===== src/rtl/mul_seq_if.sv =====
// Request/response bundle between the EX stage and the shift-add multiply sequencer.
// The pipeline side drives the master modport; the sequencer uses the slave modport.
interface mul_seq_if #(
    parameter int N = 64
);
    logic          start;
    logic [10:0]   funct;
    logic [N-1:0]  a;
    logic [N-1:0]  b;
    logic          flush;
    logic          stall;
    logic          busy;
    logic          done;
    logic [N-1:0]  result;
    logic          illegal;

    modport master (
        output start, funct, a, b, flush,
        input  stall, busy, done, result, illegal
    );

    modport slave (
        input  start, funct, a, b, flush,
        output stall, busy, done, result, illegal
    );
endinterface


===== src/rtl/mul_seq.sv =====
// Iterative N x N shift-add multiplier for LEGv8 MUL / UMULH. It retires one multiplier bit
// per cycle, stalls the pipeline while it runs, and then pulses done for one cycle.
module mul_seq #(
    parameter int          N        = 64,
    parameter logic [10:0] MUL_OP   = 11'b10011011000,
    parameter logic [10:0] UMULH_OP = 11'b10011011110
) (
    input  logic     clk,
    input  logic     reset,
    mul_seq_if.slave bus
);
    localparam int CW = $clog2(N) + 1;

    localparam logic [1:0] S_IDLE = 2'd0;
    localparam logic [1:0] S_RUN  = 2'd1;
    localparam logic [1:0] S_DONE = 2'd2;

    logic [1:0]    state;
    logic [2*N:0]  acc;        // {carry, hi, lo}; lo starts as the multiplier
    logic [2*N:0]  acc_step;
    logic [N:0]    sum;
    logic [N-1:0]  mcand;
    logic [N-1:0]  result_q;
    logic [CW-1:0] cnt;
    logic          op;
    logic          illegal_q;
    logic          fn_ok;
    logic          can_take;
    logic          accept;
    logic          last;

    always_comb begin
        fn_ok    = (bus.funct == MUL_OP) || (bus.funct == UMULH_OP);
        can_take = (state == S_IDLE) || (state == S_DONE);
        accept   = bus.start && fn_ok && can_take && !bus.flush;
        last     = (state == S_RUN) && (cnt == CW'(N - 1));
        // The carry bit is always clear after a shift, so hi + mcand fits in N+1 bits.
        sum      = acc[2*N:N] + (acc[0] ? {1'b0, mcand} : {(N+1){1'b0}});
        acc_step = {sum, acc[N-1:0]} >> 1;
    end

    always_ff @(posedge clk or negedge reset) begin
        if (!reset) begin
            state     <= S_IDLE;
            acc       <= '0;
            mcand     <= '0;
            cnt       <= '0;
            op        <= 1'b0;
            result_q  <= '0;
            illegal_q <= 1'b0;
        end else begin
            illegal_q <= bus.start && !fn_ok && can_take && !bus.flush;
            if (bus.flush) begin
                state <= S_IDLE;
            end else if (accept) begin
                acc   <= {1'b0, {N{1'b0}}, bus.b};
                mcand <= bus.a;
                op    <= (bus.funct == UMULH_OP);
                cnt   <= '0;
                state <= S_RUN;
            end else begin
                case (state)
                    S_RUN: begin
                        acc <= acc_step;
                        cnt <= cnt + 1'b1;
                        // Capture from the final step so result is valid throughout DONE.
                        if (last) begin
                            state    <= S_DONE;
                            result_q <= op ? acc_step[2*N-1:N] : acc_step[N-1:0];
                        end
                    end
                    default: state <= S_IDLE;
                endcase
            end
        end
    end

    assign bus.stall   = (state == S_RUN) || accept;
    assign bus.busy    = (state == S_RUN);
    assign bus.done    = (state == S_DONE);
    assign bus.result  = result_q;
    assign bus.illegal = illegal_q;
endmodule


===== src/flat_wrapper.sv =====
// flat-port wrapper written by rule: the top's interface ports become plain ports
module mul_seq_flat 
#(
    parameter int          N        = 64,
    parameter logic [10:0] MUL_OP   = 11'b10011011000,
    parameter logic [10:0] UMULH_OP = 11'b10011011110
)
  (clk, reset, bus_start, bus_funct, bus_a, bus_b, bus_flush, bus_stall, bus_busy, bus_done, bus_result, bus_illegal);
  mul_seq_if #(.N(N)) bus_i ();
  input  logic clk;
  input  logic reset;
  input wire logic [$bits(bus_i.start)-1:0] bus_start;
  input wire logic [$bits(bus_i.funct)-1:0] bus_funct;
  input wire logic [$bits(bus_i.a)-1:0] bus_a;
  input wire logic [$bits(bus_i.b)-1:0] bus_b;
  input wire logic [$bits(bus_i.flush)-1:0] bus_flush;
  output wire logic [$bits(bus_i.stall)-1:0] bus_stall;
  output wire logic [$bits(bus_i.busy)-1:0] bus_busy;
  output wire logic [$bits(bus_i.done)-1:0] bus_done;
  output wire logic [$bits(bus_i.result)-1:0] bus_result;
  output wire logic [$bits(bus_i.illegal)-1:0] bus_illegal;
  assign bus_i.start = bus_start;
  assign bus_i.funct = bus_funct;
  assign bus_i.a = bus_a;
  assign bus_i.b = bus_b;
  assign bus_i.flush = bus_flush;
  assign bus_stall = bus_i.stall;
  assign bus_busy = bus_i.busy;
  assign bus_done = bus_i.done;
  assign bus_result = bus_i.result;
  assign bus_illegal = bus_i.illegal;
  mul_seq #(.N(N), .MUL_OP(MUL_OP), .UMULH_OP(UMULH_OP)) u_core (.clk(clk), .reset(reset), .bus(bus_i));
endmodule

===== config.mk =====
export PLATFORM = sky130hd
export DESIGN_NAME = mul_seq_flat
export DESIGN_NICKNAME = d
export VERILOG_FILES = /design/src/rtl/mul_seq_if.sv /design/src/rtl/mul_seq.sv /design/src/flat_wrapper.sv
export SDC_FILE = /design/constraint.sdc
export NUM_CORES = 1
export LEC_CHECK = 0
export BUFFER_PORTS_ARGS = -buffer_cell sky130_fd_sc_hd__buf_2
export CAP_MARGIN = 30
export CELL_PAD_IN_SITES_DETAIL_PLACEMENT = 0
export CELL_PAD_IN_SITES_GLOBAL_PLACEMENT = 1
export CORE_MARGIN = 5
export CORE_UTILIZATION = 47
export DETAILED_ROUTE_END_ITERATION = 16
export HOLD_SLACK_MARGIN = 0.12
export PLACE_DENSITY_LB_ADDON = 0.1
export SETUP_SLACK_MARGIN = 0.15
export SYNTH_ARGS = -nofsm -noshare
export SYNTH_HDL_FRONTEND = slang
export SYNTH_SLANG_ARGS = --single-unit

===== constraint.sdc =====
create_clock -name clk -period 5.45 [get_ports clk]
set_input_delay 0.2725 -clock clk [delete_from_list [all_inputs] [get_ports clk]]
set_output_delay 0.2725 -clock clk [all_outputs]
set_load 0.05 [all_outputs]

* Yosys cells after proc, flatten, opt, wreduce, memory -nomap -nowiden
Index checks and enable logic that the tools add are counted.
Word-level totals: bits in writable memories 0, input bits 143, latch bits 0, memories kept 0, ROM bits 0, output and inout bits 68, word-level logic and storage cells 44, register bits after elaboration 268
Cells by class: order comparisons 0, shift-type cells 0, multiply operators 0, eq/ne operators 6, div/mod/pow operators 0, multiplexer cells 10, reduce and logical (&&, ||, !) cells 17, add/sub/neg operators 2, bitwise operators 2
Operators with widths (count):
- 129-bit 2-to-1 mux | 2
- 64-bit 2-to-1 mux | 2
- 65-bit adder | 1
- 11-bit == test, second input constant | 2
- 7-bit 2-to-1 mux | 2
- 2-bit 2-to-1 mux | 4
- 7-bit by 1-bit adder with 7-bit output, second input constant | 1
- 7-bit by 6-bit == test with 1-bit output, second input constant | 1
- 1-bit logical AND | 7
- 4-bit by 2-bit inequality test with 1-bit output, second input constant | 1
- 2-bit AND reduction | 2
- 4-bit AND reduction | 1
- 1-bit logical OR | 3
- 2-bit by 1-bit == test with 1-bit output, second input constant | 1
- 2-bit == test, second input constant | 1
- 1-bit logical NOT | 2
- 2-bit logical NOT | 1
- 1-bit inverter | 2
- 2-bit nonzero test | 1

* Depth between registers and ports, before layout
depth in word-level cells 7, depth in mapped cells 15, gate-level depth less buffers 13

* Worst setup path after synthesis
Ideal clock, no wire load.
path kind register to register, start reg u_core.acc[0], end reg u_core.result_q[59] (netlist: u_core.bus.result[59]), stages on the path, launching flop included 15, path buffers 1, data required time 5.326 ns, library setup time 0.124 ns, slack 2.017 ns, arrival 3.309 ns, clock period less this slack 3.433 ns, cell sequence dfrtp_1 clkbuf_1 and2_1 ha_1 fa_1 a211oi_1 o21ai_1 o21ai_0 o2111ai_1 and3_1 a21o_1 a31oi_1 o21ai_1 mux2i_1 a211o_1
On the way: longest elaborated chain between the ends 3
RTL lines:
- start: declaration | RTL line mul_seq.sv:19 | logic [2*N:0] acc;
- start signal: assignment | RTL line mul_seq.sv:56 | acc <= {1'b0, {N{1'b0}}, bus.b};
- start signal: assignment | RTL line mul_seq.sv:64 | acc <= acc_step;
- 64-bit 2-to-1 mux | RTL line mul_seq.sv:38 | sum = acc[2*N:N] + (acc[0] ? {1'b0, mcand} : {(N+1){1'b0}});
- 65-bit adder | RTL line mul_seq.sv:38
- 64-bit 2-to-1 mux | RTL line mul_seq.sv:69 | result_q <= op ? acc_step[2*N-1:N] : acc_step[N-1:0];
- end signal: assignment | RTL line mul_seq.sv:69
- end: declaration | RTL line mul_seq.sv:23 | logic [N-1:0] result_q;
No other way between the ends. A chain may end at the register's enable or synchronous reset.

* Final worst setup path
Same ends and word-level chain as after synthesis.

==> reports/results.ini <==
[status]
status = finished clean

[synth]
synth_seq_cells = 267
synth_area_leaders = dfrtp_1 (44%), nand2_1 (9.0%), ha_1 (5.4%)
synth_edf_count = 0
avgSynthCellArea_um2 = 8.55
ys_async_sr_fraction = 1.00
syn_nets = 1980
synth_compound_area_frac = 0.178
yosys-top-cells-count = nand2_1 (364), dfrtp_1 (267), nor2_1 (141)
synth_ff_type = dfrtp_1
synth_cell_type_count = 59
synth.area.mux_share = 0.0340
synthDominantCellAreaShare = 0.441
synthMostInstantiatedCell = nand2_1
syn_area_um2 = 15100
synth_xor_area_frac = 0.0393
synthAdderAreaFrac = 0.0550
postSynthCellCount = 1771
yosysTopAreaCell = dfrtp_1
synthSimpleGateAreaFrac = 0.214
synth_top_family_by_area = simple AND/OR/NAND/NOR gates
seq_area_frac_synth = 0.441
ys_warn_count = 0

[cells_and_area]
fin_nets = 2261
fill_cells = 2846
finalNonFillerCells = 2479
area_growth_pct = 24.7
regArea_um2 = 6690
multi_input_area_um2 = 7900
drive_above_1_share = 0.150
diodes = 0

[place]
dpl.hpwl_um = 31900
port_buffers = 210
pre_cts_slack_ns = 1.18
dp_cells = 2287
gp_congestion = 0.916

[timing]
maxSlewViolCount = 0
fmax_mhz = 233
rsz0062_at_grt = no
slew_headroom = 0.355
fin_tns_setup_ns = 0
holdWs_ns = 0.260
finalSetupViolations = 0
timing_hold_violations_final = 0
layout_setup_ws_ns = 1.15
worst_pin_slew_ns = 0.968
finalCritPeriodShare = 0.788
clock_skew_ns = 0.0222
finalCriticalPeriod_ns = 4.30

[pwr]
p_seq_frac = 0.440
powerDensity_nw_per_um2 = 263
ir_drop_mv = 0.252
internal_power_mw = 3.67
combPwrFrac = 0.117
clkPwrFrac = 0.443
power_mw = 4.96
switchingPower_mw = 1.29
switching_share = 0.259
total_leakage_power_nw = 9.37

[clock_tree]
numClockSinks = 267
cts_max_level = 1
clkLatencyLatePin_ns = 0.57
hold_buffers = 134
cts_buffer_depth = 3
cts_tree = built
cts_root_buffer = clkbuf_16
cts_buffers = 31
cts_resized = 0
path_clk_slew_ns = 0.06
post-cts-setup-buffer-count = 0

[critical_path]
arrival_ns = 4.75
cp-end-kind = flip-flop
slowest_stage = o21ai_0
critPathLaunch = u_core.acc[0]
critPathKind = reg -> reg
crit_chain = buf_4 -> and2_1 -> ha_1 -> fa_1 -> a211oi_1 -> o21ai_1 -> o21ai_0 -> o2111ai_1 -> and3_1 -> a21o_1 -> a31oi_1 -> o21ai_1 -> mux2i_1 -> a211o_1
crit_top_cell = o21ai_1
critPathLaunchType = flip-flop
critPathMaxFanout = 38
rr_startpoint = u_core.acc[0]
cp_data_required_time_ns = 5.90
max_stage_delay_ns = 0.50

[grt]
grt_max_degree = 198
grt_use_total = 0.256
grt_pass1_wl_um = 75500
antenna_found_initial = 0
overflow = 0
grt_pass1_vias = 13700

[floorplan]
die_area_um2 = 35900
die_w_um = 189
die_h_um = 189
rows = 65
io_pins = 211
core_area_um2 = 31700
start_util = 0.477

[route]
drt_wl_total_um = 47000
drtPass1Iterations = 5
routed_via_density = 5.53
drt_iter0_drc = 789
wl_per_cell_um = 18.9
post-route-drc-count = 0
postRouteAntennaNets = 0
vias = 13700

[min_path]
holdCritPathClass = in -> async

[flow_run]
cap_violations = 0

## per-stage QoR
| step | area, um2 | util |
|---|---|---|
| finish | 18900 | 0.595 |
| global route | 18900 | 0.595 |
| CTS | 18900 | 0.595 |
| detailed placement | 16500 | 0.519 |
| global placement | 16500 | 0.519 |
| floorplan | 15100 | - |
## cells in the final DEF, fill, tap and decap left out, types with 43 or more instances in the layout
cell           count
ha_1              65
and2_1            65
buf_2            209
inv_1             43
o21ai_0          123
dlygate4sd3_1    134
nor2_1           140
nand2_1          363
dfrtp_1          266
nand3_1           67
a21oi_1          100
o22ai_1           60
## area by class of cell
type / count / share of cell area
well taps: 402 / 0.0266
multi-input cells: 1349 / 0.418
clock buffers: 41 / 0.0463
inverters: 44 / 0.00875
flip-flops and latches: 267 / 0.354
repair buffers: 359 / 0.135
clock inverters: 17 / 0.0109
## critical path, delay by kind of cell (launching register included)
kind	cells	cell delay, ns
and+or+nand+nor	2	0.41
AOI/OAI and AO/OA	8	2.36
adders and majority gates	2	0.65
DFF	1	0.37
muxes	1	0.16
buffers and inverters	1	0.23
## worst paths after layout
| path | slack (ns) | cells after the start | to |
|---|---|---|---|
| worst max register to register | 1.15 | 14 | u_core.bus.result[59] |
| worst min register to register | 0.46 | 2 | u_core.bus.result[20] |
| min in group clk | 0.37 | 5 | u_core.acc[70] |
| max in group asynchronous | 3.79 | 3 | u_core.mcand[55] |
| worst min-delay path | 0.26 | 2 | u_core.mcand[19] |
| worst max-delay path | 1.15 | 14 | u_core.bus.result[59] |
## registers in the layout, summed over array words and instances (netlist names)
signal / cells
u_core.acc: 128
u_core.mcand: 64
u_core.op: 1
u_core.bus.illegal: 1
u_core.bus.result: 64
u_core.cnt: 7
u_core.state: 2
## metal layers
layer	wire, um	GRT usage	part of all wire	vias up
li1	-	-	-	6718
met1	22500	0.376	0.48	6634
met2	21600	0.416	0.46	316
met3	1990	0.0308	0.042	51
met4	927	0.0484	0.020	0
met5	0	0	0	-
## power by group through the flow
stage / Sequential, mW / Combinational, mW / Clock, mW
after floorplan: 2.19 / 0.313 / 0
after global placement: 2.21 / 0.500 / 0
after detailed placement: 2.21 / 0.507 / 0
after CTS: 2.18 / 0.584 / 2.24
after global routing: 2.19 / 0.654 / 2.32
final: 2.18 / 0.581 / 2.19
## cell families after synthesis
kind of cell    count (synthesis)
mux                            50
xor+xnor                       68
flops                         267
compound gates                436
buf+inv                       155
simple gates                  729
fa+ha+maj                      66
Note: power is estimated with default switching activity, not from simulation.
